<file path="src/rtl/ame_grad_acc.sv">
// Signed multiply-accumulate over one block of sample pairs, saturated to a symmetric
// SAT_BITS range and presented to the MSB-position stage with a one-cycle init pulse.
module ame_grad_acc #(
  parameter int IN_DATA_BITS   = 16,
  parameter int COMP_DATA_BITS = 64,
  parameter int SAT_BITS       = 48,
  parameter int CNT_BITS       = 12
) (
  input  logic                             clk_i,
  input  logic                             rst_n_i,
  input  logic                             in_valid_i,
  input  logic                             in_last_i,
  input  logic signed [IN_DATA_BITS-1:0]   in_a_i,
  input  logic signed [IN_DATA_BITS-1:0]   in_b_i,
  input  logic                             abort_i,
  output logic                             comp_init_o,
  output logic        [COMP_DATA_BITS-1:0] comp_data_o,
  output logic        [CNT_BITS:0]         comp_cnt_o,
  output logic                             comp_sat_o,
  output logic                             comp_ovf_o
);
  localparam int PW = 2 * IN_DATA_BITS;
  localparam logic [CNT_BITS:0] CNT_LIMIT = {1'b0, {CNT_BITS{1'b1}}};
  localparam logic signed [COMP_DATA_BITS-1:0] SAT_MAX =
    {{(COMP_DATA_BITS-SAT_BITS+1){1'b0}}, {(SAT_BITS-1){1'b1}}};
  localparam logic signed [COMP_DATA_BITS-1:0] SAT_MIN = -SAT_MAX;

  if (PW + CNT_BITS >= COMP_DATA_BITS) begin : g_width_check
    $error("ame_grad_acc: accumulator too narrow for IN_DATA_BITS/CNT_BITS");
  end
  if (SAT_BITS > COMP_DATA_BITS) begin : g_sat_check
    $error("ame_grad_acc: SAT_BITS exceeds COMP_DATA_BITS");
  end

  typedef enum logic {IDLE, RUN} state_e;
  state_e state_q, state_d;

  // Stage 1: product register with block bookkeeping travelling alongside.
  logic signed [PW-1:0]             prod_q;
  logic                             p_valid_q, p_last_q, p_ovf_q;
  logic        [CNT_BITS:0]         p_cnt_q;
  logic        [CNT_BITS:0]         cnt_q, cnt_d;
  // Stage 2: accumulator and registered result.
  logic signed [COMP_DATA_BITS-1:0] acc_q, acc_d;
  logic signed [COMP_DATA_BITS-1:0] sum, clamped;
  logic                             clamp_hit;
  logic                             comp_init_q, comp_sat_q, comp_ovf_q;
  logic        [COMP_DATA_BITS-1:0] comp_data_q;
  logic        [CNT_BITS:0]         comp_cnt_q;

  logic accept, at_limit, take_last, finish;

  assign accept    = in_valid_i & ~abort_i;
  assign at_limit  = (cnt_q == CNT_LIMIT);
  assign take_last = in_last_i | at_limit;
  assign finish    = p_valid_q & p_last_q & ~abort_i;

  always_comb begin
    cnt_d = cnt_q;
    if (abort_i)     cnt_d = '0;
    else if (accept) cnt_d = take_last ? '0 : cnt_q + 1'b1;
  end

  always_comb begin
    sum       = acc_q + {{(COMP_DATA_BITS-PW){prod_q[PW-1]}}, prod_q};
    clamped   = sum;
    clamp_hit = 1'b0;
    // Negative limit is symmetric so the downstream |x| never overflows.
    if (sum > SAT_MAX) begin
      clamped   = SAT_MAX;
      clamp_hit = 1'b1;
    end else if (sum < SAT_MIN) begin
      clamped   = SAT_MIN;
      clamp_hit = 1'b1;
    end
  end

  always_comb begin
    acc_d = acc_q;
    if (abort_i)        acc_d = '0;
    else if (p_valid_q) acc_d = p_last_q ? '0 : sum;
  end

  always_comb begin
    state_d = state_q;
    case (state_q)
      IDLE: if (accept && !take_last) state_d = RUN;
      RUN: begin
        if (abort_i)                         state_d = IDLE;
        else if (accept && !take_last)       state_d = RUN;
        else if (p_valid_q && p_last_q)      state_d = IDLE;
      end
      default: state_d = IDLE;
    endcase
  end

  always_ff @(posedge clk_i or negedge rst_n_i) begin
    if (!rst_n_i) begin
      state_q   <= IDLE;
      cnt_q     <= '0;
      prod_q    <= '0;
      p_valid_q <= 1'b0;
      p_last_q  <= 1'b0;
      p_ovf_q   <= 1'b0;
      p_cnt_q   <= '0;
      acc_q     <= '0;
    end else begin
      state_q   <= state_d;
      cnt_q     <= cnt_d;
      acc_q     <= acc_d;
      p_valid_q <= accept;
      if (accept) begin
        prod_q   <= PW'(in_a_i) * PW'(in_b_i);
        p_last_q <= take_last;
        p_ovf_q  <= at_limit;
        p_cnt_q  <= cnt_q + 1'b1;
      end
    end
  end

  always_ff @(posedge clk_i or negedge rst_n_i) begin
    if (!rst_n_i) begin
      comp_init_q <= 1'b0;
      comp_data_q <= '0;
      comp_cnt_q  <= '0;
      comp_sat_q  <= 1'b0;
      comp_ovf_q  <= 1'b0;
    end else begin
      comp_init_q <= finish;
      if (finish) begin
        comp_data_q <= clamped;
        comp_cnt_q  <= p_cnt_q;
        comp_sat_q  <= clamp_hit;
        comp_ovf_q  <= p_ovf_q;
      end
    end
  end

  assign comp_init_o = comp_init_q;
  assign comp_data_o = comp_data_q;
  assign comp_cnt_o  = comp_cnt_q;
  assign comp_sat_o  = comp_sat_q;
  assign comp_ovf_o  = comp_ovf_q;
endmodule

</file>
<file path="config.mk">
export PLATFORM = sky130hd
export DESIGN_NAME = ame_grad_acc
export DESIGN_NICKNAME = d
export VERILOG_FILES = /design/src/rtl/ame_grad_acc.sv
export SDC_FILE = /design/constraint.sdc
export NUM_CORES = 1
export LEC_CHECK = 0
export CAP_MARGIN = 20
export CELL_PAD_IN_SITES_DETAIL_PLACEMENT = 0
export CELL_PAD_IN_SITES_GLOBAL_PLACEMENT = 1
export CORE_UTILIZATION = 40
export DETAILED_ROUTE_END_ITERATION = 12
export GPL_ROUTABILITY_DRIVEN = 0
export GPL_TIMING_DRIVEN = 1
export PLACE_DENSITY = 0.77
export REMOVE_ABC_BUFFERS = 1
export SYNTH_ARGS = -nofsm -noshare
export SYNTH_HDL_FRONTEND = slang
export SYNTH_SLANG_ARGS = --single-unit
</file>
<file path="constraint.sdc">
create_clock -name clk_i -period 16.5 [get_ports clk_i]
set_clock_uncertainty 0.1 [all_clocks]
set_input_delay 2.475 -clock clk_i [delete_from_list [all_inputs] [get_ports clk_i]]
set_output_delay 2.475 -clock clk_i [all_outputs]
set_load 0.02 [all_outputs]
</file>
==> summary.md, run 1 <==
| Metric | Value |
|---|---|
| Outcome | `finished, final reports clean` |
| Setup ws final | `7.25 ns` |
| Hold_sp | `p_cnt_q[9]` |
| # DRC | `0` |
| Routed Antenna Nets | `0` |
| Initial Util | `0.408` |
| Ranking of synthesized cells by instance count | `inv_1 (348), nand2_1 (310), fa_1 (263), dfrtp_1 (205), o21ai_0 (151)` |
| Maximum fanout along the worst path | `16` |
| Placed inst area | `around 24000 um^2` |
| Hpwl dp | `~46000 um` |
| CTS root buffer | `clkbuf_16` |
| Setup Viol. Count Final | `0` |
| CP Data Arrival Time | `9.56 ns` |
| Crit Path Class | `input port to flop` |
| CTS Buffer Depth | `3` |
| Setup crit end kind | `flop` |
| Layout cell share with drive strength beyond 1 | `0.0365` |
| Max-slew violations | `0` |
| Area Growth Syn to Fin | `11.3%` |
| Clk_lat worst skew | `0.55 ns` |
| Number of synthesized flops with an enable pin | `0` |
| Worst reg2reg startpoint | `prod_q[31]` |
| Hold Fails Final Rpt | `0` |
| Pre-CTS setup slack | `6.69 ns` |
| Max-Slew Margin vs Limit | `0.345` |
| Drt first pass iters | `5` |
| Synth unique cells | `79` |
| Cell with the most instances after synthesis | `inv_1` |
| Initial antenna violation count | `0` |
| H-tree depth | `1` |
| Largest net degree at the start of global routing | `89` |
| FF+latch area | `roughly 5000 um^2` |
| Resized cells post-CTS | `0` |
| Clock share of power | `0.094` |
| Power consumption | `5630 uW` |
| Req. time, crit path | `16.81 ns` |
| Die ar. | `56200 um^2` |
| Number of global-route vias before repair | `17600` |
| Fmax | `108 MHz` |
| Row count | `85` |
| Yosys reg bits | `between 200 and 250` |
| Type of origin of the critical path | `input port` |
| Hold depth | `2` |
| Static Leak | `0.0119 uW` |
| Internal power | `2820 uW` |
| Area share of the largest cell type after synthesis | `0.238` |
| RSZ-0062 raised after global routing | `no` |
| Worst reg2reg path depth | `16` |
| Post-Route WL | `between 50000 and 60000 um` |
| Gr ovfl total | `0` |
| Syn avg cell area | `around 9 um^2` |
| Core ar. | `around 54000 um^2` |
| Global-route wire length before repair | `95500 um` |
| Pwr/cell area | `about 230 nW/um^2` |
| First DRT Iteration DRCs | `975` |
| Cell Area, Synth | `22100 um^2` |
| Cell taking the most area after synthesis | `fa_1` |
| DR WL/cell | `18.1 um` |
| Area contributors post-synth | `fa_1 (24%), dfrtp_1 (23%), ha_1 (8.3%)` |
| Io pins | `117` |
| Final period util | `0.561` |
| Via Count | `17300` |
| Final Critical Period | `9.25 ns` |
| Slew @ Worst Pin | `0.983 ns` |
| Crit. Startpoint | `in_a_i[0]` |
| Clock Sinks | `slightly above 200` |
| Post-Layout Inst Area | `24600 um^2` |
| DR vias/cell | `5.38` |
| Flop pwr share | `0.131` |
| Total negative slack | `0 ns` |
| Fillers | `~5200` |
| Combinational share of power | `0.775` |
| Area occupied by multi-input gates | `approximately 15000 um^2` |
| WHS | `0.367 ns` |
| DIE HEIGHT | `237 um` |
| Hold buffer count at cts | `0` |
| Total GRT Usage | `0.210` |
| Nets | `2952` |
| Cts bufs inserted | `24` |
| Top FF cell, synth | `dfrtp_1` |
| Sw frac | `0.500` |
| Post-Syn Instances | `between 2000 and 2500` |
| Max-cap violations | `0` |
| Switching pwr | `between 2000 and 3000 uW` |
| Yosys warning count | `0` |
| Min-delay worst type | `flop to flop` |
| ANT cells | `0` |
| CTS tree | `done` |
| PortBufs | `116` |
| Die Wd | `237 um` |
| Max IR drop VDD | `0.210 mV` |
| Post-CTS Setup Inserts | `0` |
| Async S/R FF share, synth | `1.00` |
| Post-synthesis sequential area ratio | `0.232` |
| Reg clk slew, reported paths | `0.06 ns` |
==> stage by stage <==
step,util,std cells
floorplan,-,2352
global placement,0.439,3174
detailed placement,0.439,3175
CTS,0.454,3216
global route,0.454,3216
finish,0.454,3216
==> area by class of cell <==
| cell class | count | area share |
|---|---|---|
| Clock inverter | 12 | 0.00579 |
| Multi-Input combinational cell | 1798 | 0.620 |
| Tap cell | 696 | 0.0354 |
| Timing Repair Buffer | 127 | 0.0512 |
| Sequential cell | 205 | 0.208 |
| Clock buffer | 29 | 0.0260 |
| Inverter | 349 | 0.0532 |
==> cells in the final DEF, fill, tap and decap left out, drive strengths merged, types with 45 or more instances in the layout <==
cell and n:
ha 147, nand2 312, clkdlybuf4s50 115, xnor2 62, inv 349, xor2 45
and2 133, o21ai 173, a22o 61, fa 263, dfrtp 205, a21oi 143
nor2 103, a21o 48
==> sequential cells by signal (all words and copies together), names as in the netlist <==
| signal | cells |
|---|---|
| acc_q | 64 |
| cnt_q | 13 |
| comp_cnt_o | 13 |
| comp_data_o | 64 |
| comp_init_o | 1 |
| comp_ovf_o | 1 |
| comp_sat_o | 1 |
| p_cnt_q | 13 |
| p_last_q | 1 |
| p_ovf_q | 1 |
| p_valid_q | 1 |
| prod_q | 32 |
==> final timing paths <==
check                             endpoint  slack (ns)
max                             prod_q[31]        7.25
min                          comp_cnt_o[9]        0.37
max reg2reg                comp_data_o[56]       10.09
min reg2reg                  comp_cnt_o[9]        0.37
max in group asynchronous        cnt_q[10]       13.11
min in group asynchronous   comp_data_o[8]        1.80
==> per-layer routing <==
layer,global-route usage,wire length (um)
met1,0.306,27800
met2,0.336,26400
met3,0.0217,3000
met4,0.0473,1090
met5,0,0
==> critical path, cell delays in order <==
cell,delay [ns]
clkdlybuf4s50_1,0.79
nand2b_1,0.41
fa_1,0.53
fa_1,0.56
inv_1,0.06
fa_1,0.50
fa_1,0.52
fa_1,0.54
inv_1,0.06
fa_1,0.54
inv_1,0.04
ha_1,0.35
and3_1,0.21
and2_1,0.17
a21oi_1,0.16
nand2_1,0.07
a31oi_1,0.44
o31ai_1,0.21
a211oi_1,0.32
o21ai_0,0.16
a31oi_1,0.21
xnor2_1,0.13
o21ai_0,0.08
==> cell families after synthesis <==
family,count (synthesis),synth area share
fa+ha+maj,410,0.321
simple gates,697,0.151
flops,205,0.232
mux,1,0.000509
buf+inv,461,0.0797
xor+xnor,107,0.0424
compound gates,583,0.173
==> power groups by stage <==
stage | Combinational [uW] | Sequential, uW | Clock, uW
after floorplan | 3210 | 822 | 0
after global placement | 4320 | 745 | 0
after detailed placement | 4390 | 749 | 0
after CTS | 4410 | 741 | 545
after global routing | 4960 | 755 | 563
final | 4360 | 739 | 531
No activity file was read; power rests on OpenSTA's default activity.
==> run 2: changes to the inputs <==
Clock period 16.5 ns to 9.3 ns, I/O delays scaled along.
==> summary.md, run 2 (synthesis gave the netlist of run 1 again) <==
| Metric | Value |
|---|---|
| Io pins | `117 (unchanged)` |
| PortBufs | `116 (unchanged)` |
| Flop pwr share | `0.130 (about the same)` |
| Die Wd | `237 um (unchanged)` |
| Switching pwr | `5010 uW (+78%)` |
| Die ar. | `56200 um^2 (unchanged)` |
| H-tree depth | `1 (unchanged)` |
| ANT cells | `0 (unchanged)` |
| Static Leak | `0.0120 uW (+0.90%)` |
| Sw frac | `0.494 (-0.00529)` |
| DR vias/cell | `5.39 (+0.20%)` |
| Type of origin of the critical path | `input port` |
| Reg clk slew, reported paths | `0.06 ns (about the same)` |
| RSZ-0062 raised after global routing | `no` |
| Global-route wire length before repair | `95300 um (-0.22%)` |
| Slew @ Worst Pin | `0.964 ns (-0.0186 ns)` |
| Most frequent cells in the layout | `inv_1 (348), nand2_1 (310), fa_1 (263)` |
| Clock share of power | `0.103 (+0.009)` |
| Nets | `2964 (+0.41%)` |
| Setup crit end kind | `flop` |
| Via Count | `17400 (+0.64%)` |
| Max-Slew Margin vs Limit | `0.352 (+0.00743)` |
| DR WL/cell | `18.0 um (-0.56%)` |
| Number of global-route vias before repair | `17800 (+0.90%)` |
| Max-cap violations | `0 (unchanged)` |
| CTS tree | `done` |
| Pwr/cell area | `408 nW/um^2 (+78%)` |
| CP Data Arrival Time | `8.43 ns (-1.13 ns)` |
| Post-CTS Setup Inserts | `0 (unchanged)` |
| Resized cells post-CTS | `0 (unchanged)` |
| Outcome | `finished, final reports clean` |
| Max IR drop VDD | `0.361 mV (+72%)` |
| Final Critical Period | `8.14 ns` |
| Crit Path Class | `input port to flop` |
| Layout cell share with drive strength beyond 1 | `0.0414 (+0.00493)` |
| WHS | `0.368 ns (+0.000935 ns)` |
| Critical-path cell with the highest stage delay | `clkdlybuf4s50_1` |
| Routed Antenna Nets | `0 (unchanged)` |
| Gr ovfl total | `0 (unchanged)` |
| R2r setup slk | `2.83 ns (-7.26 ns)` |
| CTS root buffer | `clkbuf_16` |
| Post-Route WL | `58200 um (-0.13%)` |
| CTS Buffer Depth | `3 (unchanged)` |
| Area Growth Syn to Fin | `12.1%` |
| DIE HEIGHT | `237 um (unchanged)` |
| Maximum fanout along the worst path | `16 (unchanged)` |
| Min-delay worst type | `flop to flop` |
| Internal power | `5120 uW (+82%)` |
| Hpwl dp | `46100 um (about the same)` |
| Total negative slack | `0 ns (unchanged)` |
| # DRC | `0 (unchanged)` |
| Initial Util | `0.408 (unchanged)` |
| Total GRT Usage | `0.210 (about the same)` |
| First DRT Iteration DRCs | `1081 (+11%)` |
| Combinational share of power | `0.768 (-0.007)` |
| Critical Path Max Stage Delay | `0.66 ns (-0.13 ns)` |
| Max-slew violations | `0 (unchanged)` |
| Clock Sinks | `205 (unchanged)` |
| Setup Viol. Count Final | `0 (unchanged)` |
| Core ar. | `54200 um^2 (unchanged)` |
| Largest net degree at the start of global routing | `89 (unchanged)` |
| Clk_lat worst skew | `0.54 ns (about the same)` |
| Final period util | `0.875` |
| Drt first pass iters | `6 (+1)` |
| Initial antenna violation count | `0 (unchanged)` |
| Hold buffer count at cts | `0 (unchanged)` |
| Row count | `85 (unchanged)` |
| Req. time, crit path | `9.59 ns (-7.22 ns)` |
| Cts bufs inserted | `24 (unchanged)` |
| Hold Fails Final Rpt | `0 (unchanged)` |
| Most common cell after layout, fill and taps aside | `inv_1` |
| Fmax | `123 MHz` |
[run 2: critical path, delay by kind of cell]
kind,cells,cell delay [ns]
AOI/OAI and AO/OA,10,2.09
adders and majority gates,7,3.50
xor gates and xnor gates,1,0.15
buffers and inverters,6,1.05
and+or+nand+nor,1,0.24
[run 2: power by group through the flow]
stage	combinational, uW	clock [uW]	sequential [uW]
after floorplan	5690	0	1460
after global placement	7660	0	1320
after detailed placement	7800	0	1330
after CTS	7850	1070	1310
after global routing	8880	1100	1340
final	7770	1040	1310
[run 2: routing by layer]
layer / vias up / global-route usage / share of wire / wire length (um)
met5: - / 0 / 0 / 0
li1: 8274 / - / - / -
met3: 65 / 0.0266 / 0.049 / 2870
met1: 8626 / 0.297 / 0.47 / 27100
met2: 440 / 0.343 / 0.46 / 27000
met4: 0 / 0.0495 / 0.021 / 1210
[run 2: through the flow]
step	total power (uW)	utilization	instance area, um^2	cells	setup slack (ns)
global route	11300	0.457	24800	3230	0.796
finish	10100	0.457	24800	3230	1.16
global placement	8980	0.441	23900	3186	0.763
floorplan	7150	-	21700	2352	1.73
CTS	10200	0.457	24800	3230	1.18
detailed placement	9130	0.441	23900	3187	0.625
[run 2: path summary, 6_finish.rpt]
check | startpoint | end | depth (start not counted)
max | in_a_i[15] | prod_q[30] | 25
min | p_cnt_q[9] | comp_cnt_o[9] | 2
max reg2reg | prod_q[31] | comp_data_o[50] | 16
min reg2reg | p_cnt_q[9] | comp_cnt_o[9] | 2
max in group asynchronous | rst_n_i | comp_data_o[50] | 2
min in group asynchronous | rst_n_i | comp_data_o[6] | 1
[run 2: final cells by class]
type / instances / area [um^2]
clock buffer: 37 / 751
clock inverter: 6 / 136
fill: 5237 / 29400
inverter: 349 / 1310
multi-input combinational: 1798 / 15300
sequential: 205 / 5130
tap: 696 / 871
timing repair buffer: 139 / 1350
